File: src/rtl/layer_compositor.sv
// Priority compositor of NUM_LAYERS overlays over a background, with the VGA timing delayed to stay aligned with the pixel.
// Optional macro COMPOSITOR_BLINK_EN gates layer 0 with frame_cnt[BLINK_BIT] so the cursor blinks.
module layer_compositor #(
    parameter int NUM_LAYERS      = 4,
    parameter int LATENCY         = 2,
    parameter int SYNC_ACTIVE_LOW = 1,
    parameter int FRAME_CNT_W     = 8,
    parameter int BLINK_BIT       = 4
) (
    input  logic                     clk_in,
    input  logic                     rst_n_in,
    input  logic [10:0]              hcount_in,
    input  logic [9:0]               vcount_in,
    input  logic                     hsync_in,
    input  logic                     vsync_in,
    input  logic                     blank_in,
    input  logic [12*NUM_LAYERS-1:0] layer_pix_in,
    input  logic [NUM_LAYERS-1:0]    layer_valid_in,
    input  logic [NUM_LAYERS-1:0]    layer_en_in,
    input  logic [11:0]              bg_pix_in,
    output logic [11:0]              pix_out,
    output logic [10:0]              hcount_out,
    output logic [9:0]               vcount_out,
    output logic                     hsync_out,
    output logic                     vsync_out,
    output logic                     blank_out,
    output logic [FRAME_CNT_W-1:0]   frame_cnt_out
);
    localparam logic SYNC_IDLE = (SYNC_ACTIVE_LOW != 0);

    if (NUM_LAYERS < 1 || NUM_LAYERS > 8 || LATENCY < 2 || BLINK_BIT >= FRAME_CNT_W) begin : g_param_err
        $error("layer_compositor: illegal parameter combination");
    end

    logic                   vs_prev_q;
    logic                   vs_edge;
    logic [NUM_LAYERS-1:0]  shadow_q, shadow_d;
    logic [FRAME_CNT_W-1:0] frame_cnt_q, frame_cnt_d;
    logic [NUM_LAYERS-1:0]  layer_ok;
    logic [11:0]            comp_d;

    // Edge = vsync newly at its asserted level; the previous sample idles inactive so the first edge after reset counts.
    assign vs_edge = (vsync_in != SYNC_IDLE) && (vs_prev_q == SYNC_IDLE);

    always_comb begin
        shadow_d    = shadow_q;
        frame_cnt_d = frame_cnt_q;
        if (vs_edge) begin
            shadow_d    = layer_en_in;
            frame_cnt_d = frame_cnt_q + FRAME_CNT_W'(1);
        end
    end

    always_ff @(posedge clk_in or negedge rst_n_in) begin
        if (!rst_n_in) begin
            vs_prev_q   <= SYNC_IDLE;
            shadow_q    <= '1;
            frame_cnt_q <= '0;
        end else begin
            vs_prev_q   <= vsync_in;
            shadow_q    <= shadow_d;
            frame_cnt_q <= frame_cnt_d;
        end
    end

    // The pixel on the edge cycle still sees the old shadow, since shadow_q only updates at the end of it.
    always_comb begin
        layer_ok = layer_valid_in & shadow_q;
`ifdef COMPOSITOR_BLINK_EN
        layer_ok[0] = layer_ok[0] & ~frame_cnt_q[BLINK_BIT];
`endif
        comp_d = bg_pix_in;
        for (int i = NUM_LAYERS - 1; i >= 0; i--) begin
            if (layer_ok[i]) begin
                comp_d = layer_pix_in[12*i +: 12];
            end
        end
        if (blank_in) begin
            comp_d = 12'h000;
        end
    end

    logic [11:0] pix_q    [LATENCY];
    logic [10:0] hcount_q [LATENCY];
    logic [9:0]  vcount_q [LATENCY];
    logic        hsync_q  [LATENCY];
    logic        vsync_q  [LATENCY];
    logic        blank_q  [LATENCY];

    always_ff @(posedge clk_in or negedge rst_n_in) begin
        if (!rst_n_in) begin
            for (int i = 0; i < LATENCY; i++) begin
                pix_q[i]    <= 12'h000;
                hcount_q[i] <= 11'd0;
                vcount_q[i] <= 10'd0;
                hsync_q[i]  <= SYNC_IDLE;
                vsync_q[i]  <= SYNC_IDLE;
                blank_q[i]  <= 1'b1;
            end
        end else begin
            pix_q[0]    <= comp_d;
            hcount_q[0] <= hcount_in;
            vcount_q[0] <= vcount_in;
            hsync_q[0]  <= hsync_in;
            vsync_q[0]  <= vsync_in;
            blank_q[0]  <= blank_in;
            for (int i = 1; i < LATENCY; i++) begin
                pix_q[i]    <= pix_q[i-1];
                hcount_q[i] <= hcount_q[i-1];
                vcount_q[i] <= vcount_q[i-1];
                hsync_q[i]  <= hsync_q[i-1];
                vsync_q[i]  <= vsync_q[i-1];
                blank_q[i]  <= blank_q[i-1];
            end
        end
    end

    assign pix_out       = pix_q[LATENCY-1];
    assign hcount_out    = hcount_q[LATENCY-1];
    assign vcount_out    = vcount_q[LATENCY-1];
    assign hsync_out     = hsync_q[LATENCY-1];
    assign vsync_out     = vsync_q[LATENCY-1];
    assign blank_out     = blank_q[LATENCY-1];
    assign frame_cnt_out = frame_cnt_q;
endmodule
File: config.mk
export PLATFORM = sky130hd
export DESIGN_NAME = layer_compositor
export DESIGN_NICKNAME = d
export VERILOG_FILES = /design/src/rtl/layer_compositor.sv
export SDC_FILE = /design/constraint.sdc
export NUM_CORES = 1
export LEC_CHECK = 0
export ABC_AREA = 1
export BUFFER_PORTS_ARGS = -buffer_cell sky130_fd_sc_hd__buf_2
export CORE_MARGIN = 5
export CORE_UTILIZATION = 40
export CTS_CLUSTER_DIAMETER = 100
export DETAILED_ROUTE_END_ITERATION = 10
export HOLD_SLACK_MARGIN = 0.03
export PLACE_DENSITY = 0.69
export SKIP_CTS_REPAIR_TIMING = 1
export SLEW_MARGIN = 5
export SYNTH_ARGS = -nofsm -noshare
export SYNTH_HDL_FRONTEND = slang
export SYNTH_SLANG_ARGS = --single-unit
File: constraint.sdc
create_clock -name clk_in -period 1.8 [get_ports clk_in]
set_clock_uncertainty 0.2 [all_clocks]
set_input_delay 0.45 -clock clk_in [delete_from_list [all_inputs] [get_ports clk_in]]
set_output_delay 0.45 -clock clk_in [all_outputs]
set_load 0.005 [all_outputs]
==> results.sh, run 1 <==
export IMPL_status="complete, no violations"
export IMPL_cp_start_kind="input pin"
export IMPL_syn_inst=308
export IMPL_netlist_cell_type_count=25
export IMPL_post_place_ws_ps=204.3
export IMPL_avgRoutedWirePerCell_um=13.68
export IMPL_worst_slew_pin_slew_ps=385.0
export IMPL_maxSlewViolCount=0
export IMPL_leakagePower_nw=2.281
export IMPL_gp_congestion=0.8005
export IMPL_ff_latch_area_um2=2115
export IMPL_clockPowerShare=0.292
export IMPL_num_rows=33
export IMPL_grt_use_total=0.1523
export IMPL_drt_antenna_violating_nets=0
export IMPL_drive_gt1_frac=0.4013
export IMPL_cp_end_kind="flop"
export IMPL_grt_pass1_vias=2400
export IMPL_dp_hpwl_mm=5.762
export IMPL_clk_pin_slew_ps=90
export IMPL_final_core_util=0.5363
export IMPL_cts_root_buf="clkbuf_8"
export IMPL_ioPinCount=138
export IMPL_grt_max_degree=43
export IMPL_grt_pass1_wl_mm=11.81
export IMPL_vias_per_cell=4.509
export IMPL_num_antenna_cells=0
export IMPL_drc=0
export IMPL_overflow=0
export IMPL_yosys_warnings=0
export IMPL_num_vias=2507
export IMPL_nFillCells=739
export IMPL_htree_levels=3
export IMPL_seqPwrFrac=0.524
export IMPL_mostFrequentLayoutCell="buf_2"
export IMPL_total_power_mw=4.248
export IMPL_ir_drop_uv=459.4
export IMPL_slew_limit_headroom=0.7427
export IMPL_synth_nets=403
export IMPL_cts_tree="yes"
export IMPL_syn_avg_cell_area_um2=10.68
export IMPL_synth_area_um2=3288
export IMPL_portBuffers=137
export IMPL_cts_buffer_depth=2
export IMPL_power_density_nw_per_um2=978.8
export IMPL_wl_mm=7.605
export IMPL_crit_fanout=12
export IMPL_drt_iter0_drc=117
export IMPL_min_path_type="input pin to flop"
export IMPL_p_sw_frac=0.2931
export IMPL_cp_arrival_ps=1720
export IMPL_hold_viol=0
export IMPL_max_cap_viol_count=0
export IMPL_multi_input_area_um2=790.8
export IMPL_syn2layout_area_growth_pct=32.00
export IMPL_drtPass1Iterations=4
export IMPL_crit_type="input pin to flop"
export IMPL_period_needed_ps=1663
export IMPL_finalNetCount=541
export IMPL_fmax_ghz=0.6012
export IMPL_dieArea_um2=10130
export IMPL_synth_seq_cells=84
export IMPL_most_common_layout_cells="buf_2, dfrtp_1, nand2_1, nand3_1, dlygate4sd3_1"
export IMPL_core_area_um2=8093
export IMPL_reg2reg_depth=5
export IMPL_power_internal_mw=3.003
export IMPL_tritoncts_num_buffers=9
export IMPL_hold_depth=3
export IMPL_clock_latency_ps=350
export IMPL_die_x_um=100.7
export IMPL_rsz0062_at_grt="false"
export IMPL_worst_slack_ps=136.7
export IMPL_post_route_period_util=0.9241
export IMPL_antenna_found_initial=0
export IMPL_pwr_share_comb=0.184
export IMPL_setup_viol=0
export IMPL_power_switching_mw=1.245
export IMPL_die_height_um=100.7
export IMPL_tns_ps=0
export IMPL_cp_required_ps=1860
export IMPL_start_util=0.4063
export IMPL_ys_seq_area_frac=0.6431
export IMPL_clkSinkCount=84
## kinds of logic after synthesis
| group | Yosys count | synth area share |
|---|---|---|
| DFF | 84 | 0.6431 |
| AOI/OAI and AO/OA | 24 | 0.03653 |
| adders and majority gates | 1 | 0.003805 |
| buffers and inverters | 64 | 0.1164 |
| xor gates and xnor gates | 3 | 0.007992 |
| and+or+nand+nor | 132 | 0.1922 |
## per-layer routing
metal  routed length, um  up-vias  GRT usage
met3                 630        9    0.05329
met1                3277     1174     0.1995
met2                3584       97     0.2365
met5                   0        -          0
met4                 113        0    0.05078
li1                    -     1227          -
## cells in the mapped netlist
cell       n  area, um2
and2_1     1      6.260
or2_2      4      25.02
nand3_1   50      250.2
nor2_1     2      7.510
inv_2      1      3.750
a21oi_1   12      60.06
clkbuf_2   1      5.000
xor2_1     3      26.28
inv_1     19      71.32
nand2_2    1      6.260
nor3_2     1      10.01
o21ai_0   12      60.06
nor2_4     2      22.52
buf_2      5      25.02
ha_1       1      12.51
dfstp_2   10      262.8
nand2_4    1      11.26
clkbuf_1   2      7.510
nand3b_1   2      15.01
nand4_1    1      6.260
or2_1      5      31.28
nand2_1   59      221.5
buf_4     36      270.3
or2_0      3      18.77
dfrtp_1   74       1852
## state kept, by name, indices dropped and copies added, names as in the netlist
| name | count |
|---|---|
| blank_out | 1 |
| shadow_q | 4 |
| pix_out | 12 |
| vsync_out | 1 |
| vsync_q | 1 |
| hcount_q | 11 |
| frame_cnt_out | 8 |
| vcount_out | 10 |
| hsync_out | 1 |
| blank_q | 1 |
| vcount_q | 10 |
| pix_q | 12 |
| hsync_q | 1 |
| hcount_out | 11 |
## path summary, 6_finish.rpt
path	startpoint	end	slack [ps]
max reg2reg	shadow_q[2]	pix_q[12]	240
max	blank_in	pix_q[12]	140
max in group asynchronous	rst_n_in	blank_out	700
min in group asynchronous	rst_n_in	frame_cnt_out[4]	420
min reg2reg	hcount_q[13]	hcount_out[2]	150
min	layer_en_in[2]	shadow_q[2]	90
## per-stage QoR
| step | cells | hold WS (ps) | cell area, um2 |
|---|---|---|---|
| after global placement | 515 | 132.0 | 3905 |
| after floorplan | 308 | -45.59 | 3288 |
| after detailed placement | 515 | 134.7 | 3905 |
| final | 556 | 86.56 | 4340 |
| after global routing | 556 | 61.55 | 4340 |
| after CTS | 531 | -135.4 | 4090 |
## cell type report
class                           count  area share
Clock inverter                      6     0.01326
Inverter                           20     0.01730
Tap cell                          105     0.03027
Multi-Input combinational cell    160      0.1822
Clock buffer                       10     0.02940
Sequential cell                    84      0.4872
Timing Repair Buffer              171      0.2404
## power by group through the flow
stage | combinational [mW] | clock [mW] | sequential, mW
finish | 0.783 | 1.24 | 2.22
global route | 0.883 | 1.38 | 2.25
CTS | 0.757 | 1.28 | 2.22
detailed placement | 0.753 | 0 | 2.26
global placement | 0.730 | 0 | 2.25
floorplan | 0.435 | 0 | 2.25
## worst max-delay path, stage by stage
cell and delay (ps):
dlygate4sd3_1 550, buf_2 130, inv_1 250, o21ai_0 180, a21oi_1 170
No activity file was read; power rests on OpenSTA's default activity.
==> run 2: changes to the inputs <==
--- a/config.mk
+++ b/config.mk
@@ -13,8 +13,10 @@
 export DETAILED_ROUTE_END_ITERATION = 10
 export HOLD_SLACK_MARGIN = 0.03
 export PLACE_DENSITY = 0.69
+export RECOVER_POWER = 100
 export SKIP_CTS_REPAIR_TIMING = 1
 export SLEW_MARGIN = 5
 export SYNTH_ARGS = -nofsm -noshare
 export SYNTH_HDL_FRONTEND = slang
 export SYNTH_SLANG_ARGS = --single-unit
+export TNS_END_PERCENT = 10
==> run 2 against run 1 <==
Effect of this change: sequential cell count is the same; critical path depth is the same; hold slack improved by 1.6 ps; global-route usage is the same.
==> results.sh, run 2 (same netlist as run 1, synthesis figures left out) <==
export IMPL_status="complete, no violations"
export IMPL_clkSinkCount=84
export IMPL_p_sw_frac=0.2954
export IMPL_power_switching_mw=1.248
export IMPL_power_internal_mw=2.977
export IMPL_clock_latency_ps=350
export IMPL_hold_depth=3
export IMPL_max_stage_delay_ps=550
export IMPL_core_area_um2=8093
export IMPL_maxSlewViolCount=0
export IMPL_finalNetCount=541
export IMPL_slew_limit_headroom=0.6219
export IMPL_grt_pass1_vias=2400
export IMPL_cp_start_kind="input pin"
export IMPL_power_density_nw_per_um2=989.0
export IMPL_num_antenna_cells=0
export IMPL_pwr_share_comb=0.179
export IMPL_worst_slew_pin_slew_ps=567.2
export IMPL_slowest_stage="dlygate4sd3_1"
export IMPL_overflow=0
export IMPL_min_path_type="input pin to flop"
export IMPL_drt_iter0_drc=105
export IMPL_whs_endpoint="shadow_q[2]"
export IMPL_clk_pin_slew_ps=90
export IMPL_num_rows=33
export IMPL_rsz0062_at_grt="false"
export IMPL_period_needed_ps=1649
export IMPL_reg2reg_to="frame_cnt_out[4]"
export IMPL_crit_fanout=12
export IMPL_grt_use_total=0.1523
export IMPL_cp_required_ps=1860
export IMPL_drive_gt1_frac=0.3415
export IMPL_cts_buffer_depth=2
export IMPL_rrSetupSlack_ps=190
export IMPL_max_cap_viol_count=0
export IMPL_cts_tree="yes"
export IMPL_reg2reg_depth=6
export IMPL_syn2layout_area_growth_pct=29.91
export IMPL_most_common_layout_cells="buf_2, dfrtp_1, nand2_1, nand3_1, dlygate4sd3_1"
export IMPL_cts_root_buf="clkbuf_8"
export IMPL_fmax_ghz=0.6063
export IMPL_htree_levels=3
export IMPL_avgRoutedWirePerCell_um=13.77
export IMPL_crit_type="input pin to flop"
export IMPL_total_power_mw=4.225
export IMPL_vias_per_cell=4.495
export IMPL_r2r_start="vsync_q[1]"
export IMPL_wl_mm=7.656
export IMPL_portBuffers=137
export IMPL_leakagePower_nw=2.191
export IMPL_drtPass1Iterations=4
export IMPL_antenna_found_initial=0
export IMPL_gp_congestion=0.8005
export IMPL_tns_ps=0
export IMPL_drt_antenna_violating_nets=0
export IMPL_seqPwrFrac=0.527
export IMPL_grt_max_degree=43
export IMPL_path_cells="dlygate4sd3_1 > clkbuf_1 > inv_1 > o21ai_0 > a21oi_1"
export IMPL_hold_viol=0
export IMPL_nFillCells=763
export IMPL_cp_arrival_ps=1710
export IMPL_grt_pass1_wl_mm=11.81
export IMPL_ioPinCount=138
export IMPL_holdCritStartpoint="layer_en_in[2]"
export IMPL_ir_drop_uv=459.3
export IMPL_tritoncts_num_buffers=9
export IMPL_cp_end_kind="flop"
export IMPL_start_util=0.4063
export IMPL_post_route_period_util=0.9163
export IMPL_dp_hpwl_mm=5.762
export IMPL_clockPowerShare=0.294
export IMPL_setup_viol=0
export IMPL_mostFrequentLayoutCell="buf_2"
export IMPL_dieArea_um2=10130
export IMPL_drc=0
export IMPL_die_x_um=100.7
export IMPL_die_height_um=100.7
export IMPL_num_vias=2499
[run 2: power by group through the flow]
stage	sequential (mW)	combinational (mW)	clock [mW]
2_1_floorplan	2.25	0.435	0
3_3_place_gp	2.25	0.730	0
3_5_place_dp	2.26	0.753	0
4_1_cts	2.22	0.757	1.28
5_1_grt	2.25	0.854	1.38
6_report	2.23	0.756	1.24
[run 2: cell type report]
type,instances,area (um2),share of cell area
multi-input combinational,160,780.7,0.1828
clock inverter,6,57.56,0.01347
inverter,20,75.07,0.01757
clock buffer,10,127.6,0.02988
tap,105,131.4,0.03076
sequential,84,2115,0.4950
timing repair buffer,171,984.7,0.2305
[run 2: routing by layer]
| layer | global-route usage | share of wire |
|---|---|---|
| met1 | 0.1995 | 0.44 |
| met5 | 0 | 0 |
| met2 | 0.2365 | 0.46 |
| met3 | 0.05329 | 0.082 |
| met4 | 0.05078 | 0.015 |
[run 2: through the flow]
stage / std cells / area, um2 / setup WS, ps / util / hold slack (ps)
floorplan: 308 / 3288 / 383.2 / - / -45.59
global placement: 515 / 3905 / 237.3 / 0.4825 / 132.0
detailed placement: 515 / 3905 / 204.3 / 0.4825 / 134.7
CTS: 531 / 4090 / 157.4 / 0.5054 / -135.4
global route: 556 / 4272 / 32.34 / 0.5278 / 63.47
finish: 556 / 4272 / 150.6 / 0.5278 / 88.14
[run 2: worst max-delay path by stage]
| stage | from | end | slack, ps |
|---|---|---|---|
| 3_3_place_gp | layer_valid_in[3] | pix_q[21] | 240 |
| 2_1_floorplan | vsync_q[1] | frame_cnt_out[4] | 380 |
| 3_5_place_dp | layer_valid_in[3] | pix_q[19] | 200 |
| 6_report | blank_in | pix_q[12] | 150 |
| 5_1_grt | blank_in | pix_q[12] | 30 |
| 4_1_cts | vsync_out | vsync_out | 160 |
[run 2: worst max-delay path, delay by kind of cell]
kind	cells	cell delay, ps
buf+inv	3	920
compound gates	2	350
==> run 3: changes to the inputs <==
--- a/config.mk
+++ b/config.mk
@@ -7,11 +7,13 @@
 export LEC_CHECK = 0
 export ABC_AREA = 1
 export BUFFER_PORTS_ARGS = -buffer_cell sky130_fd_sc_hd__buf_2
+export CORE_ASPECT_RATIO = 1.4
 export CORE_MARGIN = 5
 export CORE_UTILIZATION = 40
 export CTS_CLUSTER_DIAMETER = 100
 export DETAILED_ROUTE_END_ITERATION = 10
 export HOLD_SLACK_MARGIN = 0.03
+export MAX_ROUTING_LAYER = met4
 export PLACE_DENSITY = 0.69
 export RECOVER_POWER = 100
 export SKIP_CTS_REPAIR_TIMING = 1
==> run 3 against run 2 <==
Effect of this change: clock power up 34%; sequential share of layout area up 0.16 points; critical path type is now flop to flop; combinational power down 6.7%; core utilization down 0.22 points; highest routed layer unchanged; via count down 2.2%; critical path depth up 1; fmax up 3.2%; hold slack worse by 51 ps; non-clock buffer count down 10; cell area down 0.32%; die area up 0.26%.
==> results.sh, run 3 (same netlist as run 1, synthesis figures left out) <==
export IMPL_status="complete, no violations"
export IMPL_wl_met3_um=462
export IMPL_top_layer="met4"
export IMPL_worst_slack_ps=202.5
export IMPL_clk_pin_slew_ps=60
export IMPL_p_sw_frac=0.2560
export IMPL_cts_root_buf="clkbuf_16"
export IMPL_cp_num_cells=6
export IMPL_clockPowerShare=0.360
export IMPL_crit_fanout=7
export IMPL_slowest_stage="dfstp_1"
export IMPL_cp_end_kind="flop"
export IMPL_cp_num_buf_inv=1
export IMPL_r2r_start="vsync_q[1]"
export IMPL_post_route_period_util=0.8875
export IMPL_power_density_nw_per_um2=1081
export IMPL_seqPwrFrac=0.487
export IMPL_gp_congestion=0.8575
export IMPL_leakagePower_nw=2.174
export IMPL_grt_pass1_vias=2438
export IMPL_cp_arrival_ps=1620
export IMPL_avgRoutedWirePerCell_um=14.02
export IMPL_worst_slew_pin_slew_ps=718.7
export IMPL_ir_drop_uv=603.3
export IMPL_htree_levels=3
export IMPL_die_x_um=86.63
export IMPL_tritoncts_num_buffers=9
export IMPL_post_place_ws_ps=107.7
export IMPL_fmax_ghz=0.6260
export IMPL_antenna_found_initial=0
export IMPL_rsz0062_at_grt="false"
export IMPL_period_needed_ps=1598
export IMPL_total_power_mw=4.604
export IMPL_syn2layout_area_growth_pct=29.49
export IMPL_num_antenna_cells=0
export IMPL_maxSlewViolCount=0
export IMPL_power_switching_mw=1.179
export IMPL_most_common_layout_cells="buf_2, dfrtp_1, nand2_1, nand3_1, clkbuf_1"
export IMPL_drt_antenna_violating_nets=0
export IMPL_hold_viol=0
export IMPL_drt_iter0_drc=63
export IMPL_reg2reg_to="frame_cnt_out[4]"
export IMPL_path_cells="inv_2 > nor2_4 > nand2_1 > nor2_4 > nand3_1 > and2_1"
export IMPL_pwr_share_comb=0.153
export IMPL_finalNetCount=531
export IMPL_power_internal_mw=3.426
export IMPL_max_cap_viol_count=0
export IMPL_wl_met2_mm=3.882
export IMPL_hold_worst_slack_ps=36.90
export IMPL_grt_use_total=0.1568
export IMPL_slew_limit_headroom=0.5208
export IMPL_cts_tree="yes"
export IMPL_path_delay_family="simple AND/OR/NAND/NOR gates"
export IMPL_max_stage_delay_ps=560
export IMPL_die_height_um=117.3
export IMPL_dp_hpwl_mm=5.570
export IMPL_min_path_type="input pin to flop"
export IMPL_wl_met1_mm=3.142
export IMPL_ioPinCount=138
export IMPL_dieArea_um2=10160
export IMPL_crit_path_end="frame_cnt_out[4]"
export IMPL_startpoint="vsync_q[1]"
export IMPL_grt_max_degree=85
export IMPL_overflow=0
export IMPL_num_vias=2443
export IMPL_reg2reg_depth=6
export IMPL_cp_required_ps=1820
export IMPL_cp_common_cell="nor2_4"
export IMPL_wl_mm=7.615
export IMPL_setup_viol=0
export IMPL_core_area_um2=8100
export IMPL_grt_pass1_wl_mm=11.63
export IMPL_mostFrequentLayoutCell="buf_2"
export IMPL_start_util=0.4059
export IMPL_cp_start_kind="flop"
export IMPL_drtPass1Iterations=5
export IMPL_vias_per_cell=4.499
export IMPL_cts_buffer_depth=2
export IMPL_rrSetupSlack_ps=200
export IMPL_portBuffers=137
export IMPL_drive_gt1_frac=0.3379
export IMPL_tns_ps=0
export IMPL_drc=0
export IMPL_crit_type="flop to flop"
export IMPL_num_rows=39
export IMPL_clock_latency_ps=330
export IMPL_clkSinkCount=84
## run 3: changes by cell type in the layout (fill, tap and decap cells not counted), sizes merged
| cell | before | now |
|---|---|---|
| dlygate4sd3 | 25 | 18 |
| buf | 121 | 118 |
| clkbuf | 35 | 39 |
| inv | 22 | 20 |
| clkinv | 4 | 2 |
## run 3: per-stage QoR
step	instance area, um2	cells	utilization
after floorplan	3288	308	-
after global placement	3854	509	0.4757
after detailed placement	3854	509	0.4757
after CTS	4128	525	0.5096
after global routing	4258	543	0.5256
final	4258	543	0.5256
## run 3: worst min path at each step
| stage | cells after the start | to | startpoint |
|---|---|---|---|
| after global placement | 0 | vcount_out[3] | vcount_q[13] |
| after floorplan | 0 | frame_cnt_out[0] | rst_n_in |
| after global routing | 1 | vcount_q[19] | vcount_in[9] |
| after CTS | 2 | frame_cnt_out[1] | rst_n_in |
| final | 1 | vcount_q[19] | vcount_in[9] |
| after detailed placement | 0 | hcount_out[7] | hcount_q[18] |
## run 3: metal layers
| layer | up-vias | global-route usage |
|---|---|---|
| met5 | - | - |
| met4 | 0 | 0.08316 |
| met3 | 10 | 0.03221 |
| met2 | 91 | 0.2513 |
| met1 | 1135 | 0.1856 |
| li1 | 1207 | - |
## run 3: area by class of cell
type	instances	area (um2)
clock inverter	2	10.01
inverter	20	75.07
sequential	84	2115
multi-input combinational	160	783.3
fill	768	3842
tap	102	127.6
timing repair buffer	161	883.3
clock buffer	14	264.0
## run 3: power groups by stage
| stage | clock network (mW) | registers, mW | logic [mW] |
|---|---|---|---|
| after floorplan | 0 | 2.25 | 0.435 |
| after global placement | 0 | 2.26 | 0.706 |
| after detailed placement | 0 | 2.27 | 0.719 |
| after CTS | 1.71 | 2.24 | 0.724 |
| after global routing | 1.78 | 2.27 | 0.801 |
| final | 1.66 | 2.24 | 0.705 |
## run 3: worst reg2reg max path, cell delays in order (launching register included)
cell	delay [ps]
dfstp_1	560
inv_2	60
nor2_4	160
nand2_1	140
nor2_4	140
nand3_1	80
and2_1	160
